**config.mk**
```make
export PLATFORM = sky130hd
export DESIGN_NAME = grid_mover
export DESIGN_NICKNAME = d
export VERILOG_FILES = /design/src/rtl/game_pkg.sv /design/src/rtl/grid_mover_line_merge.sv /design/src/rtl/grid_mover.sv
export SDC_FILE = /design/constraint.sdc
export NUM_CORES = 1
export LEC_CHECK = 0
export ABC_AREA = 1
export BUFFER_PORTS_ARGS = -buffer_cell sky130_fd_sc_hd__buf_2
export CORE_UTILIZATION = 45
export DETAILED_ROUTE_END_ITERATION = 7
export HOLD_SLACK_MARGIN = 0.15
export PLACE_DENSITY_LB_ADDON = 0.05
export SYNTH_ARGS = -nofsm -noshare
export SYNTH_HDL_FRONTEND = slang
export SYNTH_SLANG_ARGS = --single-unit
```
**constraint.sdc**
```tcl
create_clock -name clk -period 10.6 [get_ports clk]
set_clock_uncertainty 0.05 [all_clocks]
set_input_delay 0.53 -clock clk [delete_from_list [all_inputs] [get_ports clk]]
set_output_delay 0.53 -clock clk [all_outputs]
set_load 0.02 [all_outputs]
```
**src/rtl/game_pkg.sv**
```systemverilog
// Types and constants shared by the move engine, tile generator and display logic.
// A board is grid[row][col], and each cell holds a tile exponent (0 means empty).
package game_pkg;

    typedef enum logic [1:0] {
        UP    = 2'd0,
        DOWN  = 2'd1,
        LEFT  = 2'd2,
        RIGHT = 2'd3
    } dir_t;

    typedef logic [3:0] cell_t;
    typedef cell_t [3:0] line_t;
    typedef line_t [3:0] grid_t;

    localparam cell_t WIN_EXP = 4'd11;
    localparam cell_t MAX_EXP = 4'd15;

    typedef enum logic [1:0] {
        IDLE  = 2'd0,
        SHIFT = 2'd1,
        DONE  = 2'd2
    } state_t;

    function automatic logic [19:0] expValue(input cell_t e);
        return 20'd1 << e;
    endfunction

endpackage

```
**src/rtl/grid_mover_line_merge.sv**
```systemverilog
// Combinational compact-and-merge of one line.
// Cell 0 of the line is the front, which is the side tiles slide toward.
module line_merge
    import game_pkg::*;
(
    input  line_t       line_i,
    output line_t       line_o,
    output logic [19:0] score_o,
    output logic        win_o
);

    line_t       packedLine;
    logic [3:0]  pairEq;
    logic [1:0]  wrCompact;
    logic [1:0]  wrMerge;
    logic        skip;
    cell_t       merged;

    // First squeeze out the empty cells, then merge left to right.
    // Skipping the partner cell makes each tile merge at most once.
    always_comb begin
        packedLine = '0;
        wrCompact  = 2'd0;
        for (int i = 0; i < 4; i++) begin
            if (line_i[i] != 4'd0) begin
                packedLine[wrCompact] = line_i[i];
                wrCompact             = wrCompact + 2'd1;
            end
        end

        pairEq[3] = 1'b0;
        for (int i = 0; i < 3; i++) begin
            pairEq[i] = (packedLine[i] != 4'd0) && (packedLine[i] == packedLine[i+1]);
        end

        line_o  = '0;
        score_o = 20'd0;
        win_o   = 1'b0;
        skip    = 1'b0;
        wrMerge = 2'd0;
        merged  = 4'd0;
        for (int i = 0; i < 4; i++) begin
            if (skip) begin
                skip = 1'b0;
            end else if (pairEq[i]) begin
                merged          = (packedLine[i] == MAX_EXP) ? MAX_EXP : packedLine[i] + 4'd1;
                line_o[wrMerge] = merged;
                score_o         = score_o + expValue(merged);
                if (merged >= WIN_EXP) begin
                    win_o = 1'b1;
                end
                wrMerge = wrMerge + 2'd1;
                skip    = 1'b1;
            end else if (packedLine[i] != 4'd0) begin
                line_o[wrMerge] = packedLine[i];
                wrMerge         = wrMerge + 2'd1;
            end
        end
    end

endmodule

```
**src/rtl/grid_mover.sv**
```systemverilog
// 2048 move engine: it latches a board, merges one line per cycle in the chosen direction,
// and then presents the new board together with the score and the win and moved flags.
module grid_mover
    import game_pkg::*;
(
    input  logic        clk,
    input  logic        rst_n,
    input  logic        start,
    input  dir_t        dir,
    input  grid_t       grid_in,
    output grid_t       grid_out,
    output logic        busy,
    output logic        done,
    output logic        moved,
    output logic [19:0] score_add,
    output logic        win
);

    state_t      state_q;
    dir_t        dir_q;
    grid_t       board_q;
    grid_t       board_d;
    logic [2:0]  lineIdx_q;
    logic [19:0] scoreAcc_q;
    logic        winAcc_q;
    logic        movedAcc_q;
    grid_t       gridOut_q;
    logic        busy_q;
    logic        done_q;
    logic        moved_q;
    logic [19:0] score_q;
    logic        win_q;

    line_t       lineIn;
    line_t       lineOut;
    logic [19:0] lineScore;
    logic        lineWin;
    logic [1:0]  idx;
    logic [1:0]  cellIdx;

    assign idx = lineIdx_q[1:0];

    // Read the current row or column front-first, then write the merged result back into the same cells.
    always_comb begin
        lineIn  = '0;
        board_d = board_q;
        cellIdx = 2'd0;
        for (int j = 0; j < 4; j++) begin
            cellIdx = 2'(j);
            unique case (dir_q)
                UP:    lineIn[j] = board_q[cellIdx][idx];
                DOWN:  lineIn[j] = board_q[~cellIdx][idx];
                LEFT:  lineIn[j] = board_q[idx][cellIdx];
                RIGHT: lineIn[j] = board_q[idx][~cellIdx];
                default: lineIn[j] = 4'd0;
            endcase
            unique case (dir_q)
                UP:    board_d[cellIdx][idx]  = lineOut[j];
                DOWN:  board_d[~cellIdx][idx] = lineOut[j];
                LEFT:  board_d[idx][cellIdx]  = lineOut[j];
                RIGHT: board_d[idx][~cellIdx] = lineOut[j];
                default: ;
            endcase
        end
    end

    line_merge u_line_merge (
        .line_i  (lineIn),
        .line_o  (lineOut),
        .score_o (lineScore),
        .win_o   (lineWin)
    );

    // Line indices 0 to 3 each process one line, and index 4 commits the results into DONE.
    always_ff @(posedge clk or negedge rst_n) begin
        if (!rst_n) begin
            state_q    <= IDLE;
            dir_q      <= UP;
            board_q    <= '0;
            lineIdx_q  <= 3'd0;
            scoreAcc_q <= 20'd0;
            winAcc_q   <= 1'b0;
            movedAcc_q <= 1'b0;
            gridOut_q  <= '0;
            busy_q     <= 1'b0;
            done_q     <= 1'b0;
            moved_q    <= 1'b0;
            score_q    <= 20'd0;
            win_q      <= 1'b0;
        end else begin
            unique case (state_q)
                IDLE: begin
                    if (start) begin
                        board_q    <= grid_in;
                        dir_q      <= dir;
                        lineIdx_q  <= 3'd0;
                        scoreAcc_q <= 20'd0;
                        winAcc_q   <= 1'b0;
                        movedAcc_q <= 1'b0;
                        busy_q     <= 1'b1;
                        state_q    <= SHIFT;
                    end
                end
                SHIFT: begin
                    if (lineIdx_q[2]) begin
                        gridOut_q <= board_q;
                        moved_q   <= movedAcc_q;
                        score_q   <= scoreAcc_q;
                        win_q     <= winAcc_q;
                        busy_q    <= 1'b0;
                        done_q    <= 1'b1;
                        state_q   <= DONE;
                    end else begin
                        board_q    <= board_d;
                        scoreAcc_q <= scoreAcc_q + lineScore;
                        winAcc_q   <= winAcc_q | lineWin;
                        movedAcc_q <= movedAcc_q | (lineOut != lineIn);
                        lineIdx_q  <= lineIdx_q + 3'd1;
                    end
                end
                DONE: begin
                    done_q  <= 1'b0;
                    state_q <= IDLE;
                end
                default: begin
                    busy_q  <= 1'b0;
                    done_q  <= 1'b0;
                    state_q <= IDLE;
                end
            endcase
        end
    end

    assign grid_out  = gridOut_q;
    assign busy      = busy_q;
    assign done      = done_q;
    assign moved     = moved_q;
    assign score_add = score_q;
    assign win       = win_q;

endmodule
```
== Word-level counts from Yosys, hierarchy flattened ==
Cells that the tools add are included.

* $lt $le $gt $ge: 17
* Bitwise logic cells: 4
* Reductions and logical operators: 28
* Add/sub/neg operators: 11
* Equality and inequality tests: 15
* Shift operators: 3
* Multipliers: 0
* Muxes and demuxes: 142
* Div/mod/pow operators: 0

{| class="wikitable"
|+ Operator list
! operator !! number
|-
| 64-bit bitwise mux || 8
|-
| 16-bit one-hot mux with 3 select lines || 8
|-
| 16-bit bitwise mux || 16
|-
| 16-bit two-way mux || 13
|-
| 20-bit two-way mux || 7
|-
| 16-bit demux with 2-bit select || 4
|-
| 64-bit two-way mux || 2
|-
| 16-bit one-hot mux with 2 select lines || 4
|-
| 32-bit one-hot mux with 2 select lines || 2
|-
| 64-bit one-hot mux with 2 select lines || 1
|-
| 4-bit two-way mux || 18
|-
| 4-bit one-hot mux with 4 select lines || 4
|-
| 20-bit adder || 3
|-
| 1-bit by 4-bit left shift with 20-bit output (first input constant) || 3
|-
| 4-bit demux with 2-bit select || 7
|-
| 20-bit one-hot mux with 2 select lines || 1
|-
| 16-bit binary-select mux with 2-bit select || 1
|-
| 4-bit binary-select mux with 2-bit select || 4
|-
| 4-bit nonzero test || 8
|-
| 2-bit two-way mux || 11
|-
| 1-bit two-way mux || 21
|-
| 2-bit by 3-bit < comparator with 1-bit output (second input constant) || 6
|-
| 16-bit inequality test || 1
|-
| 4-bit by 1-bit adder with 4-bit output (second input constant) || 3
|-
| other kinds (26) || 64
|}

* Output and inout bits: 88
* Bits in registers: 181
* Memories: 0
* Logic and storage cells: 264
* Latch bits: 0
* Memory bits (writable): 0
* Bits in read-only memories: 0

== Depth between registers and ports, before layout ==
Gate-level depths: netlist of run 1.

* Word-level depth: 43
* Mapped depth: 67
* Depth with buffers taken out: 64

== By module ==
Synthesis of run 1 repeated with hierarchy kept, for this count alone.

* Cells, all modules: 2566
* Area, all modules: 16638.5 sq um

{| class="wikitable"
|+ Modules (own cells, without submodules)
! module !! cells each !! area an instance (sq um) !! times used
|-
| grid_mover || 1737 || 12080.3 || 1
|-
| line_merge || 829 || 4558.1 || 1
|}

== Least setup slack after synthesis of run 1 ==
No wires, ideal clock.

* Path kind: register to register
* Start: register dir_q[1]
* End: register scoreAcc_q[18]
* Period minus slack after synthesis: 8.483 ns
* Data arrival time: 8.355 ns
* Path slack: 2.117 ns
* Required time: 10.473 ns
* Path buffers: 5
* Stages on the path, launching flop included: 62
* Cell sequence: dfrtp_1 -> buf_4 -> nand2_2 -> inv_2 -> buf_4 -> buf_2 -> nand3_1 -> nand2_1 -> nor2_1 -> o21ai_0 -> nor4_1 -> inv_1 -> ha_1 -> inv_1 -> nand2_1 -> nand2_4 -> buf_6 -> nand3_4 -> [26 not listed] -> nand2_1 -> nand2_1 -> a21oi_1 -> or2_2 -> nand3_1 -> nand2_1 -> ha_1 -> a21oi_1 -> nand2_1 -> and2_1 -> nor2_1 -> nor2_1 -> o21a_1 -> o21ai_0 -> nand2_1 -> nand2_1 -> o21ai_0 -> a21oi_1

* Longest elaborated chain between the ends: 27
* Elaborated cells on any way between the ends: 73

{| class="wikitable"
|+ Ends and longest elaborated chain
! element !! line !! source
|-
| start, declared || grid_mover.sv:20 || <nowiki>dir_t dir_q;</nowiki>
|-
| start signal, assigned || grid_mover.sv:95 || <nowiki>dir_q <= dir;</nowiki>
|-
| 2-bit == test, or another cell as far along || grid_mover.sv:50 || <nowiki>unique case (dir_q)</nowiki>
|-
| 4-bit one-hot mux with 4 select lines || grid_mover.sv:50 ||
|-
| 4-bit nonzero test || grid_mover_line_merge.sv:25 || <nowiki>if (line_i[i] != 4'd0) begin</nowiki>
|-
| 1-bit two-way mux || grid_mover_line_merge.sv:25 ||
|-
| 1-bit by 1-bit adder with 2-bit output, or another cell as far along || grid_mover_line_merge.sv:27 || <nowiki>wrCompact = wrCompact + 2'd1;</nowiki>
|-
| 2-bit two-way mux / 1-bit logical AND (equally long branches) || grid_mover_line_merge.sv:25, grid_mover_line_merge.sv:26 ||
|-
| 2-bit by 1-bit adder with 2-bit output, or another cell as far along || grid_mover_line_merge.sv:27 ||
|-
| 2-bit two-way mux, or another cell as far along || grid_mover_line_merge.sv:25 ||
|-
| [11 not listed] || - ||
|-
| 20-bit two-way mux || grid_mover_line_merge.sv:45 || <nowiki>end else if (pairEq[i]) begin</nowiki>
|-
| 20-bit two-way mux || grid_mover_line_merge.sv:43 || <nowiki>if (skip) begin</nowiki>
|-
| 20-bit adder || grid_mover_line_merge.sv:48 || <nowiki>score_o = score_o + expValue(merged);</nowiki>
|-
| 20-bit two-way mux || grid_mover_line_merge.sv:45 ||
|-
| 20-bit two-way mux * || grid_mover_line_merge.sv:43 ||
|-
| 20-bit adder * || grid_mover.sv:115 || <nowiki>scoreAcc_q <= scoreAcc_q + lineScore;</nowiki>
|-
| 20-bit two-way mux * || grid_mover.sv:105 || <nowiki>if (lineIdx_q[2]) begin</nowiki>
|-
| 20-bit one-hot mux with 2 select lines * || grid_mover.sv:91 || <nowiki>unique case (state_q)</nowiki>
|-
| end signal, assigned || grid_mover.sv:115 ||
|-
| end, declared || grid_mover.sv:24 || <nowiki>logic [19:0] scoreAcc_q;</nowiki>
|}

Every way passes the cells marked *; elsewhere a longest branch is shown, timed or not. The select of a mux whose other input is x is not followed.
A chain may end at the register's enable or synchronous reset.

== Worst setup path in the final report of run 1 ==
* Start: register lineIdx_q[0]
* End: register scoreAcc_q[18]

* Longest elaborated chain between the ends: 28
* Elaborated cells on any way between the ends: 79

{| class="wikitable"
|+ Ends and longest elaborated chain
! element !! line !! source
|-
| start, declared || grid_mover.sv:23 || <nowiki>logic [2:0] lineIdx_q;</nowiki>
|-
| start signal, assigned || grid_mover.sv:118 || <nowiki>lineIdx_q <= lineIdx_q + 3'd1;</nowiki>
|-
| 16-bit binary-select mux with 2-bit select / 4-bit binary-select mux with 2-bit select (equally long branches) || - ||
|-
| 16-bit two-way mux (not written as such) / 4-bit two-way mux (equally long branches) || - ||
|-
| 4-bit one-hot mux with 4 select lines || grid_mover.sv:50 ||
|-
| 4-bit nonzero test || grid_mover_line_merge.sv:25 ||
|-
| 1-bit two-way mux || grid_mover_line_merge.sv:25 ||
|-
| 1-bit by 1-bit adder with 2-bit output, or another cell as far along || grid_mover_line_merge.sv:27 ||
|-
| 2-bit two-way mux / 1-bit logical AND (equally long branches) || grid_mover_line_merge.sv:25, grid_mover_line_merge.sv:26 ||
|-
| 2-bit by 1-bit adder with 2-bit output, or another cell as far along || grid_mover_line_merge.sv:27 ||
|-
| [12 not listed] || - ||
|-
| 20-bit two-way mux || grid_mover_line_merge.sv:45 ||
|-
| 20-bit two-way mux || grid_mover_line_merge.sv:43 ||
|-
| 20-bit adder || grid_mover_line_merge.sv:48 ||
|-
| 20-bit two-way mux || grid_mover_line_merge.sv:45 ||
|-
| 20-bit two-way mux * || grid_mover_line_merge.sv:43 ||
|-
| 20-bit adder * || grid_mover.sv:115 ||
|-
| 20-bit two-way mux * || grid_mover.sv:105 ||
|-
| 20-bit one-hot mux with 2 select lines * || grid_mover.sv:91 ||
|}

Marked as above.

==> reports/qor.tcl, run 1 <==
set qor(gp_congestion) 1.01
set qor(drt-pass1-iter-count) 6
set qor(cts.root.buffer_cell) {sky130_fd_sc_hd__clkbuf_16}
set qor(worst-endpoint-required_ps) 10950
set qor(clk_transition_reported_paths_ps) 80
set qor(cp_max_fo) 30
set qor(grt_setup_unrepaired) {false}
set qor(synth_sequential_area_ratio) 0.267
set qor(yosys.area.top_type) {sky130_fd_sc_hd__dfrtp_1}
set qor(final-hold-violation-count) 0
set qor(synth.avg_cell_area_sq_um) 6.26
set qor(wire_length_per_cell_after_detailed_routing_microns) 21.7
set qor(die_height_microns) 196
set qor(floorplan.initialDensity) 0.461
set qor(global_route.overflow_total) 0
set qor(drt-vias-per-instance) 5.84
set qor(synth_flop_cell) {sky130_fd_sc_hd__dfrtp_1}
set qor(die_w_microns) 196
set qor(setup-tns-final_ps) 0
set qor(detail_route.iter0.violations) 1910
set qor(wl_microns) 72000
set qor(post-cts-setup-buffers) 0
set qor(num_antenna_cells) 0
set qor(largest_net_degree_at_the_start_of_global_routing) 125
set qor(worst-slew-pin-transition_ps) 1140
set qor(fmaxAchievable_mhz) 103
set qor(synth.cell_area_sq_um) 17000
set qor(synth_async_sr_flop_share) 1.00
set qor(floorplan.core_area_sq_um) 36900
set qor(global_route_wire_length_before_repair_microns) 109000
set qor(fin_crit_sh) 0.914
set qor(worstSetupStartpointType) {flip-flop}
set qor(grtUsageTotal) 0.372
set qor(layout.filler_cells) 3885
set qor(grt_pass1_vias) 18400
set qor(critPathKind) {flip-flop to flip-flop}
set qor(floorplan.rows) 70
set qor(clk_latency_ps) 480
set qor(hp-class) {primary input to async pin}
set qor(post_synth_most_frequent_cells) {sky130_fd_sc_hd__nand2_1 (803), sky130_fd_sc_hd__inv_1 (254), sky130_fd_sc_hd__o21ai_0 (239)}
set qor(result_of_the_run) {complete, no violations}
set qor(buffer_ports.inserted) 156
set qor(distinct_cell_type_count_of_the_synthesized_netlist) 56
set qor(rrSetupSlack_ps) 910
set qor(critical_path.max_stage_delay_ps) 460
set qor(yosys_warnings) 0
set qor(cells_after_synthesis) 2713
set qor(most_repeated_cell_in_the_gate_level_netlist_after_synthesis) {sky130_fd_sc_hd__nand2_1}
set qor(layout.nets) 2950
set qor(resized_cells_post_cts) 0
set qor(maxCapViolations) 0
set qor(max-clock-path-buffers) 2
set qor(min_period_ps) 9690
set qor(synth.top_cells.by_area) {sky130_fd_sc_hd__dfrtp_1 (27%), sky130_fd_sc_hd__nand2_1 (18%), sky130_fd_sc_hd__o21ai_0 (7.0%)}
set qor(critPathCaptureType) {flip-flop}
set qor(layout-area-overhead-vs-synth_pct) 10.6
set qor(antenna_found_initial) 2
set qor(cp_data_arrival_time_ps) 10030
set qor(maxSlewHeadroom) 0.240
set qor(drcViolationCount) 0
set qor(synth_seq_cells) 181
set qor(postRouteAntennaNets) 0
set qor(cts_tree) {yes}
set qor(synth_edf_count) 0
set qor(final_layout_size_suffix_gt1_frac) 0.126
set qor(timing.critical_path.slowest_stage_cell) {sky130_fd_sc_hd__dfrtp_1}
set qor(area_of_the_die_sq_um) 38500
set qor(slew_violations) 0
set qor(cts-buffers-inserted) 17
set qor(setup_viol) 0
set qor(hold_buffers) 0
set qor(synth_fp_nets) 2859
set qor(top_level_pins) 157
set qor(hpwl_microns) 53200
set qor(clock_sinks) 181
set qor(num_vias) 19400
set qor(synth.top_cell.area_share) 0.267
set qor(cp_common_cell) {sky130_fd_sc_hd__nand2_1}
set qor(h-tree-depth) 4
## layer usage
| layer | global-route usage | part of all wire | vias up |
|---|---|---|---|
| met5 | 0 | 0.00011 | - |
| met3 | 0.0598 | 0.073 | 219 |
| met2 | 0.618 | 0.47 | 917 |
| li1 | - | - | 9108 |
| met1 | 0.462 | 0.40 | 9141 |
| met4 | 0.198 | 0.058 | 2 |
## critical path: cells and delay by family, from the launching register on
kind / cells / cell delay (ps)
AOI/OAI and AO/OA: 15 / 2190
xor gates and xnor gates: 1 / 180
adders and majority gates: 6 / 1910
buffers and inverters: 9 / 1220
DFF: 1 / 460
and+or+nand+nor: 29 / 3560
## registers in the layout (all words and copies together), names as in the netlist
name,flops
board_q,64
busy,1
dir_q,2
done,1
grid_out,64
lineIdx_q,3
moved,1
movedAcc_q,1
scoreAcc_q,20
score_add,20
state_q,2
win,1
winAcc_q,1
## area by class of cell
type | count | area [sq um] | share of cell area
sequential | 181 | 4530 | 0.241
tap | 504 | 631 | 0.0336
clock buffer | 18 | 429 | 0.0228
timing repair buffer | 200 | 1140 | 0.0610
inverter | 290 | 1100 | 0.0587
clock inverter | 12 | 169 | 0.00899
multi-input combinational | 2114 | 10800 | 0.574
## kinds of logic (layout without fill, tap and decap cells)
group / Yosys count / count (layout) / share of synthesized area
XOR/XNOR: 31 / 31 / 0.0160
AND/OR/NAND/NOR: 1386 / 1387 / 0.353
adder cells (fa/ha/maj): 77 / 77 / 0.0580
flip-flops: 181 / 181 / 0.267
AO/OA/AOI/OAI: 618 / 618 / 0.205
buffers and inverters: 419 / 520 / 0.101
other: 1 / 1 / 0.000221
## through the flow
stage | utilization | worst slack [ps] | std cells | hold WS [ps] | instance area [sq um]
4_1_cts | 0.509 | 764 | 3318 | 201 | 18800
6_report | 0.509 | 913 | 3319 | 147 | 18800
2_1_floorplan | - | 2120 | 2713 | 184 | 17000
5_1_grt | 0.509 | 32.0 | 3319 | 229 | 18800
3_5_place_dp | 0.492 | 799 | 3288 | 405 | 18200
3_3_place_gp | 0.492 | 982 | 3288 | 402 | 18200
## layout by cell type (no fill, tap or decap), types with 23 or more instances in the layout
cell type                    n
sky130_fd_sc_hd__a21oi_1   193
sky130_fd_sc_hd__inv_2      26
sky130_fd_sc_hd__nand3_1   221
sky130_fd_sc_hd__buf_2     155
sky130_fd_sc_hd__xor2_1     23
sky130_fd_sc_hd__dfrtp_1   179
sky130_fd_sc_hd__o211ai_1   33
sky130_fd_sc_hd__nand2_1   803
sky130_fd_sc_hd__nand4_1    24
sky130_fd_sc_hd__buf_4      42
sky130_fd_sc_hd__nand2_2    36
sky130_fd_sc_hd__o22ai_1    35
sky130_fd_sc_hd__ha_1       74
sky130_fd_sc_hd__inv_1     254
sky130_fd_sc_hd__nor2_1    226
sky130_fd_sc_hd__o21ai_0   236
sky130_fd_sc_hd__o21ai_1    37
## final timing paths
path	from	to	cells after the start
min	rst_n	grid_out[1]	1
max in group asynchronous	rst_n	scoreAcc_q[12]	2
max reg2reg	lineIdx_q[0]	scoreAcc_q[18]	60
min reg2reg	grid_out[11]	grid_out[11]	2
max	lineIdx_q[0]	scoreAcc_q[18]	60
min in group clk	grid_in[39]	board_q[39]	3
Power of run 1 is left out: the tool's default activity adds up to more than one toggle a clock period on the data nets, which glitch-free logic cannot reach.
==> inputs of run 2 (changes only) <==
ABC_AREA = unset   (was 1)
==> run 2 against run 1 <==
- cell count decreased by 27%
- global-route usage decreased by 2.0 points
- register-to-register slack got worse by 290 ps
- routed wire length decreased by 13%
- critical path depth decreased by 17
- fmax decreased by 2.9%
- synthesized cell count decreased by 34%
- worst setup slack got worse by 290 ps
- synthesized area decreased by 8.7%
- largest cell class unchanged
- clock-buffer cell count increased by 1
- critical path type unchanged
- critical endpoint is now scoreAcc_q[17]
- utilization increased by 2.2 points
==> reports/qor.tcl, run 2 <==
set qor(h-tree-depth) 4 ;# unchanged
set qor(clk_transition_reported_paths_ps) 80 ;# about the same
set qor(worst-endpoint-required_ps) 10890 ;# was 10950 ps
set qor(clk_latency_ps) 460 ;# was 480 ps
set qor(drt-vias-per-instance) 6.49 ;# was 5.84
set qor(layout.cells.most_common_list) {sky130_fd_sc_hd__nand2_1 (189), sky130_fd_sc_hd__dfrtp_1 (178), sky130_fd_sc_hd__buf_2 (155)} ;# was sky130_fd_sc_hd__nand2_1 (803), sky130_fd_sc_hd__inv_1 (254), sky130_fd_sc_hd__o21ai_0 (236)
set qor(fin_crit_sh) 0.941 ;# was 0.914
set qor(floorplan.core_area_sq_um) 33700 ;# was 36900 sq um
set qor(largest_net_degree_at_the_start_of_global_routing) 71 ;# was 125
set qor(worst-slew-pin-transition_ps) 1220 ;# was 1140 ps
set qor(postRouteAntennaNets) 0 ;# unchanged
set qor(area_of_the_die_sq_um) 35200 ;# was 38500 sq um
set qor(maxCapViolations) 0 ;# unchanged
set qor(synth.cell_area_sq_um) 15500 ;# was 17000 sq um
set qor(cts_tree) {yes} ;# unchanged
set qor(floorplan.initialDensity) 0.460 ;# was 0.461
set qor(layout-area-overhead-vs-synth_pct) 15.6 ;# was 10.6%
set qor(post-route-worst-setup-slack_ps) 624 ;# was 913 ps
set qor(num_vias) 15700 ;# was 19400
set qor(distinct_cell_type_count_of_the_synthesized_netlist) 92 ;# was 56
set qor(synth.top_cell.area_share) 0.292 ;# was 0.267
set qor(synth_flop_cell) {sky130_fd_sc_hd__dfrtp_1} ;# unchanged
set qor(cells_after_synthesis) 1793 ;# was 2713
set qor(post_synth_most_frequent_cells) {sky130_fd_sc_hd__nand2_1 (191), sky130_fd_sc_hd__dfrtp_1 (181), sky130_fd_sc_hd__o21ai_0 (153)} ;# was sky130_fd_sc_hd__nand2_1 (803), sky130_fd_sc_hd__inv_1 (254), sky130_fd_sc_hd__o21ai_0 (239)
set qor(antenna_found_initial) 2 ;# unchanged
set qor(grt_pass1_vias) 14900 ;# was 18400
set qor(cp_data_arrival_time_ps) 10270 ;# was 10030 ps
set qor(place_inst) 2382 ;# was 3288
set qor(yosys.area.top_type) {sky130_fd_sc_hd__dfrtp_1} ;# unchanged
set qor(cts.root.buffer_cell) {sky130_fd_sc_hd__clkbuf_16} ;# unchanged
set qor(slew_violations) 0 ;# unchanged
set qor(layout.filler_cells) 3246 ;# was 3885
set qor(worstSetupStartpointType) {flip-flop} ;# unchanged
set qor(place_ws_ps) -32.6 ;# was 799 ps
set qor(wl_microns) 62400 ;# was 72000 microns
set qor(final_core_util) 0.532 ;# was 0.509
set qor(result_of_the_run) {complete, no violations} ;# unchanged
set qor(die_height_microns) 188 ;# was 196 microns
set qor(detail_route.iter0.violations) 1820 ;# was 1910
set qor(setup_viol) 0 ;# unchanged
set qor(clock_sinks) 181 ;# unchanged
set qor(synth_fp_nets) 1939 ;# was 2859
set qor(final_layout_size_suffix_gt1_frac) 0.245 ;# was 0.126
set qor(max-clock-path-buffers) 2 ;# unchanged
set qor(global_route_wire_length_before_repair_microns) 93600 ;# was 109000 microns
set qor(buffer_ports.inserted) 156 ;# unchanged
set qor(layout.nets) 2108 ;# was 2950
set qor(layout_commonest_cell) {sky130_fd_sc_hd__nand2_1} ;# unchanged
set qor(synth.avg_cell_area_sq_um) 8.65 ;# was 6.26 sq um
set qor(hp-class) {primary input to flip-flop} ;# was primary input to async pin
set qor(grtUsageTotal) 0.352 ;# was 0.372
set qor(cp_common_cell) {sky130_fd_sc_hd__o21bai_1} ;# was sky130_fd_sc_hd__nand2_1
set qor(finalNonFillerCells) 2426 ;# was 3319
set qor(synth.top_cells.by_area) {sky130_fd_sc_hd__dfrtp_1 (29%), sky130_fd_sc_hd__mux4_2 (6.8%), sky130_fd_sc_hd__mux2_2 (6.2%)} ;# was sky130_fd_sc_hd__dfrtp_1 (27%), sky130_fd_sc_hd__nand2_1 (18%), sky130_fd_sc_hd__o21ai_0 (7.0%)
set qor(wire_length_per_cell_after_detailed_routing_microns) 25.7 ;# was 21.7 microns
set qor(min_period_ps) 9980 ;# was 9690 ps
set qor(synth_edf_count) 0 ;# unchanged
set qor(final-hold-violation-count) 0 ;# unchanged
set qor(top_level_pins) 157 ;# unchanged
set qor(maxSlewHeadroom) 0.189 ;# was 0.240
set qor(hpwl_microns) 47000 ;# was 53200 microns
set qor(critical_path.max_stage_delay_ps) 640 ;# was 460 ps
set qor(global_route.overflow_total) 0 ;# unchanged
set qor(synth_sequential_area_ratio) 0.292 ;# was 0.267
set qor(whs_ps) 263 ;# was 147 ps
set qor(drcViolationCount) 0 ;# unchanged
set qor(yosys_warnings) 0 ;# unchanged
set qor(critPathKind) {flip-flop to flip-flop} ;# unchanged
set qor(synth_seq_cells) 181 ;# unchanged
set qor(drt-pass1-iter-count) 6 ;# unchanged
set qor(fmaxAchievable_mhz) 100 ;# was 103 MHz
set qor(gp_congestion) 0.992 ;# was 1.01
set qor(timing.critical_path.slowest_stage_cell) {sky130_fd_sc_hd__o21ai_0} ;# was sky130_fd_sc_hd__dfrtp_1
set qor(critPathCaptureType) {flip-flop} ;# unchanged
set qor(synth_async_sr_flop_share) 1.00 ;# unchanged
set qor(die_w_microns) 188 ;# was 196 microns
set qor(floorplan.rows) 67 ;# was 70
set qor(most_repeated_cell_in_the_gate_level_netlist_after_synthesis) {sky130_fd_sc_hd__nand2_1} ;# unchanged
set qor(cts-buffers-inserted) 17 ;# unchanged
set qor(cp_max_fo) 10 ;# was 30
[run 2: changes by cell type in the layout (fill, tap and decap cells not counted), sizes merged, moves of 47 or more]
cell and change:
nand2 -653, mux2 +89, mux4 +47, a21oi -56, nand3 -189, inv -190, nor2 -117, o21ai -107
buf +55
[run 2: cell families after synthesis]
family | share of synthesized area
AND/OR/NAND/NOR | 0.155
XOR/XNOR | 0.0328
buffers and inverters | 0.0533
other | 0.000242
flip-flops | 0.292
adder cells (fa/ha/maj) | 0.0636
AO/OA/AOI/OAI | 0.252
multiplexers | 0.151
[run 2: final cells by class]
class | count | area [sq um] | share of cell area
clock inverters | 13 | 134 | 0.00747
flip-flops and latches | 181 | 4530 | 0.253
inverters | 95 | 357 | 0.0199
diodes | 3 | 7.51 | 0.000419
multi-input cells | 1411 | 10300 | 0.574
well taps | 448 | 561 | 0.0313
clock buffers | 19 | 453 | 0.0253
repair buffers | 256 | 1580 | 0.0882
[run 2: path summary, 6_finish.rpt]
check	start	slack, ps	cells after the start	endpoint
min in group asynchronous	rst_n	550	2	grid_out[20]
min	grid_in[63]	260	3	board_q[63]
max reg2reg	lineIdx_q[0]	620	43	scoreAcc_q[17]
max in group asynchronous	rst_n	7890	4	lineIdx_q[0]
min reg2reg	grid_out[44]	430	2	grid_out[44]
max	lineIdx_q[0]	620	43	scoreAcc_q[17]
[run 2: worst max-delay path, delay by kind of cell, from the launching register on]
| kind | cells | cell delay, ps |
|---|---|---|
| buf+inv | 4 | 500 |
| flops | 1 | 480 |
| xor+xnor | 2 | 230 |
| mux | 4 | 1630 |
| simple gates | 8 | 1560 |
| fa+ha+maj | 6 | 1820 |
| compound gates | 19 | 3590 |
[run 2: timing repair]
action                                  4_1_cts  5_1_grt
endpoints found under the hold margin        61        0
hold buffers                                  1        0
resized for setup                             1       37
endpoints found under the setup margin        1        6
buffers inserted                              0        8
pin swaps                                     0        7
[run 2: routing by layer]
metal | up-vias | global-route usage | part of all wire
met5 | - | 0 | 0
met4 | 0 | 0.153 | 0.043
met3 | 142 | 0.0496 | 0.086
met2 | 935 | 0.546 | 0.45
met1 | 7663 | 0.488 | 0.42
li1 | 6999 | - | -
[run 2: metrics by stage]
step / area [sq um] / TNS, ps
6_report: 17900 / 0
5_1_grt: 17900 / -20.8
3_5_place_dp: 17100 / -32.6
2_1_floorplan: 15500 / 0
4_1_cts: 17700 / 0
3_3_place_gp: 17100 / 0
Power of run 2 is left out for the same reason.
